**src/rtl/wb_port_arbiter_pkg.sv**
```systemverilog
// cpu_pkg: shared widths, requester IDs and output-stage state encoding for the writeback arbiter
package cpu_pkg;
  localparam int DEF_DATA_W = 16;
  localparam int DEF_REG_AW = 4;
  localparam logic REQ_ALU = 1'b0;
  localparam logic REQ_LD = 1'b1;
  localparam logic [0:0] OUT_EMPTY = 1'b0;
  localparam logic [0:0] OUT_FULL = 1'b1;
endpackage

```
**src/rtl/wb_port_arbiter_rr_arb2.sv**
```systemverilog
// rr_arb2: two-input round-robin arbiter; req in, one-hot grant out, advance records the winner as last_grant
module rr_arb2
  import cpu_pkg::*;
(
  input  logic       clk,
  input  logic       rst,
  input  logic [1:0] req,
  input  logic       advance,
  output logic [1:0] grant
);
  logic last_q;
  always_comb grant = (&req) ? ((last_q == REQ_LD) ? 2'b01 : 2'b10) : req;
  always_ff @(posedge clk or posedge rst)
    if (rst) last_q <= REQ_LD;
    else if (advance && |req) last_q <= grant[1];
endmodule

```
**src/rtl/wb_port_arbiter.sv**
```systemverilog
// wb_port_arbiter: shares the bank write port between ALU (req 0) and load (req 1) writebacks, one-entry output
// register with stall, plus a per-register pending scoreboard (pending_mask, reserve_conflict, wb_orphan pulses)
module wb_port_arbiter
  import cpu_pkg::*;
#(
  parameter int DATA_W = DEF_DATA_W,
  parameter int REG_AW = DEF_REG_AW
) (
  input  logic                 clk,
  input  logic                 rst,
  input  logic                 alu_valid,
  input  logic [REG_AW-1:0]    alu_reg,
  input  logic [DATA_W-1:0]    alu_data,
  output logic                 alu_ready,
  input  logic                 ld_valid,
  input  logic [REG_AW-1:0]    ld_reg,
  input  logic [DATA_W-1:0]    ld_data,
  output logic                 ld_ready,
  input  logic                 wr_stall,
  output logic                 wr_en,
  output logic [REG_AW-1:0]    wr_reg,
  output logic [DATA_W-1:0]    wr_data,
  input  logic                 reserve_en,
  input  logic [REG_AW-1:0]    reserve_reg,
  input  logic                 flush,
  output logic [2**REG_AW-1:0] pending_mask,
  output logic                 reserve_conflict,
  output logic                 wb_orphan
);
  localparam int NR = 2 ** REG_AW;
  logic [0:0] state_q, state_d;
  logic [REG_AW-1:0] wr_reg_q, wr_reg_d;
  logic [DATA_W-1:0] wr_data_q, wr_data_d;
  logic [NR-1:0] pend_q, pend_d, clr, set;
  logic conflict_q, conflict_d, orphan_q, orphan_d;
  logic can_accept, commit, accept;
  logic [1:0] grant;
  rr_arb2 u_arb (
    .clk(clk),
    .rst(rst),
    .req({ld_valid, alu_valid}),
    .advance(can_accept),
    .grant(grant)
  );
  always_comb begin
    can_accept = (state_q == OUT_EMPTY) || !wr_stall;
    commit = (state_q == OUT_FULL) && !wr_stall;
    alu_ready = can_accept && grant[0];
    ld_ready = can_accept && grant[1];
    accept = alu_ready || ld_ready;
    state_d = accept ? OUT_FULL : commit ? OUT_EMPTY : state_q;
    wr_reg_d = !accept ? wr_reg_q : ld_ready ? ld_reg : alu_reg;
    wr_data_d = !accept ? wr_data_q : ld_ready ? ld_data : alu_data;
    clr = commit ? (NR'(1) << wr_reg_q) : '0;
    set = reserve_en ? (NR'(1) << reserve_reg) : '0;
    // set is OR'd last so a same-cycle reserve beats both the commit clear and flush
    pend_d = (flush ? '0 : (pend_q & ~clr)) | set;
    conflict_d = reserve_en && pend_q[reserve_reg] && !flush && !(commit && wr_reg_q == reserve_reg);
    orphan_d = commit && !pend_q[wr_reg_q];
  end
  always_ff @(posedge clk or posedge rst)
    if (rst) begin
      state_q <= OUT_EMPTY;
      wr_reg_q <= '0;
      wr_data_q <= '0;
      pend_q <= '0;
      conflict_q <= 1'b0;
      orphan_q <= 1'b0;
    end else begin
      state_q <= state_d;
      wr_reg_q <= wr_reg_d;
      wr_data_q <= wr_data_d;
      pend_q <= pend_d;
      conflict_q <= conflict_d;
      orphan_q <= orphan_d;
    end
  assign wr_en = (state_q == OUT_FULL);
  assign wr_reg = wr_reg_q;
  assign wr_data = wr_data_q;
  assign pending_mask = pend_q;
  assign reserve_conflict = conflict_q;
  assign wb_orphan = orphan_q;
endmodule

```
**config.mk**
```make
export PLATFORM = sky130hd
export DESIGN_NAME = wb_port_arbiter
export DESIGN_NICKNAME = d
export VERILOG_FILES = /design/src/rtl/wb_port_arbiter_pkg.sv /design/src/rtl/wb_port_arbiter_rr_arb2.sv /design/src/rtl/wb_port_arbiter.sv
export SDC_FILE = /design/constraint.sdc
export NUM_CORES = 1
export LEC_CHECK = 0
export CAP_MARGIN = 15
export CORE_ASPECT_RATIO = 0.7
export CORE_MARGIN = 1
export CORE_UTILIZATION = 46
export DETAILED_ROUTE_END_ITERATION = 10
export PLACE_DENSITY = 0.92
export SLEW_MARGIN = 20
export SYNTH_ARGS = -nofsm -noshare
export SYNTH_HDL_FRONTEND = slang
export SYNTH_SLANG_ARGS = --single-unit
```
**constraint.sdc**
```tcl
create_clock -name clk -period 2.7 [get_ports clk]
set_input_delay 0.54 -clock clk [delete_from_list [all_inputs] [get_ports clk]]
set_output_delay 0.54 -clock clk [all_outputs]
set_load 0.03 [all_outputs]
```
==> run summary <==
clock sink count -> 40
slowest CP cell -> clkdlybuf4s50_1
first-pass GRT wire length -> 9.42 mm
diode count -> 0
antenna-violating nets left -> 0
all-layer global routing usage -> 24.7%
Critical R2R Capture -> pending_mask[3]$_DFF_PP0_
drt first pass iters -> 8
IO Port Bufs -> 91
global route overflow -> 0
area fraction of the dominant cell type after synthesis -> 44.4%
failing checks -> design-rule violations
Critical Path AT -> 1.98 ns
fin util -> 73.1%
hold_buf cts -> 0
worst slew pin tran -> 0.904 ns
Die W -> 84.6 µm
layout cells sized above 1 -> 11.8%
# rows -> 20
worst skew pair latency -> 0.29 ns
Syn. warnings -> 0
Worst Skew -> 0.00568 ns
initial antenna violation count -> 0
Top cell by count, worst path -> clkdlybuf4s50_1
slowest stage delay, CP -> 0.67 ns
cts repair resizes -> 0
post-synth top area cell -> dfrtp_1
Top delay family on crit path -> buffers and inverters
Worst Path Required -> 2.16 ns
hold depth -> 2
Non-Filler Instances -> 359
DR WL/cell -> 16.5 µm
FMAX -> 397 MHz
WL final -> 5.92 mm
Placed Cells -> 351
Critical Path Sink -> alu_ready
sw frac -> 31.8%
H-tree Lvls -> 2
P_sw -> 554 µW
DIE AREA -> 5060 µm²
Fin Setup TNS -> 0 ns
Distinct cells, synth -> 30
CTS Buf Count -> 5
Setup crit start -> wr_stall
CTS tree -> built
outcome -> complete, but fails checks
CP bufs+invs -> 2
static leakage -> 0.00147 µW
cell-by-cell trace of the critical path -> clkdlybuf4s50_1 -> nand2_1 -> and3_1 -> clkdlybuf4s50_1
endpoints failing setup -> 0
Combinational Power Share -> 31.3%
flop-to-flop setup slack -> 1.03 ns
Power per Cell Area -> 536 nW/µm²
vias in the first global route -> 1894
Crit path depth -> 4
CTS clk-pin slew, worst paths -> 0.08 ns
cell count after synthesis -> 215
synth top area cells -> dfrtp_1 44%, mux2i_1 11%, nand2_1 6.3%
vias per cell -> 5.68
Core Area -> 4450 µm²
post-synthesis sequential area ratio -> 45.6%
Avg Inst Size Synth -> 10.2 µm²
Max-Cap Viols -> 0
height of the chip -> 59.8 µm
Ports -> 92
worst reg2reg startpoint -> wr_reg[2]$_DFFE_PP0P_
post-CTS setup buffer count -> 0
critical path class -> in -> out
Final Slew Violations -> 0
drc violations -> 6
DR iter-0 viols -> 198
crit path max fanout -> 4
clk buf depth -> 2
Clock Tree Root -> clkbuf_8
Relative slew margins -> 39.7%
Cell Area, Synth -> 2200 µm²
GPL Wtd Cong -> 0.921
min cycle time layout -> 2.52 ns
RSZ-0062 raised after global routing -> false
Starting Density -> 49.3%
Area Growth Syn to Fin -> 48.2%
Fin. Hold Viols -> 0
crit start category -> primary input
cell-internal power -> 1190 µW
nets -> 354
largest net degree at the start of global routing -> 41
Reg2Reg Depth -> 3
syn nets -> 266
HPWL Detailed -> 4.31 mm
register share of total power -> 41.4%
fin crit share -> 93.2%
flops & latches, synth -> 40
Hold WC Path Type -> reg -> reg
Clk network pwr share -> 27.3%
total number of vias -> 2040
Hold WS -> 0.480 ns
Worst Setup End Kind -> output pin
Peak VDD IR -> 339 µV
==> power by group through the flow <==
stage,Combinational [µW],Clock [µW],Sequential [µW]
after floorplan,203,0,823
after global placement,534,0,728
after detailed placement,546,0,730
after CTS,549,484,720
after global routing,583,518,731
final,547,477,722
==> kinds of logic (layout without fill, tap and decap cells) <==
kind of cell | after synthesis | after routing | share of synthesized area, %
xor+xnor | 4 | 4 | 1.60
compound gates | 39 | 39 | 11.6
mux | 33 | 33 | 20.3
simple gates | 80 | 80 | 17.0
flops | 40 | 40 | 45.6
buf+inv | 19 | 108 | 3.93
==> placed cells by master (no fill, tap or decap), types with 2 or more instances in the layout <==
master	count
dfrtp_1	39
nor2b_1	3
nand2b_1	2
clkbuf_8	5
mux4_2	4
and3b_1	2
mux4_1	4
o21ai_0	22
nand2_1	37
a31o_2	14
nand4_1	2
clkdlybuf4s50_1	90
nand3_1	8
buf_4	7
mux2i_1	25
inv_1	3
xor2_1	3
nor2_1	16
nand3b_1	3
==> worst reg2reg max path: cells and delay by family (launching register included) <==
kind / cells / cell delay (ns)
and+or+nand+nor: 2 / 0.74
AOI/OAI and AO/OA: 1 / 0.27
DFF: 1 / 0.55
==> how the worst min path moves through the flow <==
| stage | startpoint | end | slack [ns] |
|---|---|---|---|
| after floorplan | u_arb.last_q$_DFFE_PP1P_ | u_arb.last_q$_DFFE_PP1P_ | 0.44 |
| after global placement | u_arb.last_q$_DFFE_PP1P_ | u_arb.last_q$_DFFE_PP1P_ | 0.46 |
| after detailed placement | u_arb.last_q$_DFFE_PP1P_ | u_arb.last_q$_DFFE_PP1P_ | 0.47 |
| after CTS | u_arb.last_q$_DFFE_PP1P_ | u_arb.last_q$_DFFE_PP1P_ | 0.48 |
| after global routing | u_arb.last_q$_DFFE_PP1P_ | u_arb.last_q$_DFFE_PP1P_ | 0.50 |
| final | wr_data[3]$_DFFE_PP0P_ | wr_data[3]$_DFFE_PP0P_ | 0.48 |
==> cell usage after synthesis <==
master,instances
dfrtp_1,39
nand2_1,37
mux2i_1,25
o21ai_0,23
nor2_1,16
a31o_2,14
clkbuf_1,9
nand3_1,8
buf_2,6
mux4_1,4
mux4_2,4
inv_1,3
nand3b_1,3
nor2b_1,3
xor2_1,3
and3b_1,2
nand2b_1,2
nand4_1,2
and3_1,1
and4_1,1
buf_6,1
dfstp_2,1
nor3_1,1
nor3b_1,1
o211ai_1,1
o311ai_0,1
or2_2,1
or2b_1,1
or3b_2,1
xnor2_1,1
==> metal layers <==
metal	vias to the layer above	track usage (%)	share of wire (%)	wire length [µm]
met5	-	0	0	0
met4	0	6.54	1.5	91
met3	14	8.15	13	749
met2	129	39.4	44	2630
met1	955	33.1	41	2450
li1	942	-	-	-
==> stage by stage <==
step / power (µW) / setup slack [ns] / area [µm²]
global placement: 1260 / 0.252 / 3150
CTS: 1750 / 0.180 / 3250
finish: 1750 / 0.183 / 3250
detailed placement: 1280 / 0.187 / 3150
global route: 1830 / 0.123 / 3250
floorplan: 1030 / 0.896 / 2200
==> cell type report <==
| class | instances | area, µm² |
|---|---|---|
| Tap cell | 55 | 68.8 |
| Inverter | 3 | 11.3 |
| Sequential cell | 40 | 1000 |
| Timing Repair Buffer | 97 | 953 |
| Clock inverter | 2 | 35.0 |
| Fill cell | 331 | 1200 |
| Multi-Input combinational cell | 156 | 1110 |
| Clock buffer | 6 | 72.6 |
No activity file was read; power rests on OpenSTA's default activity.
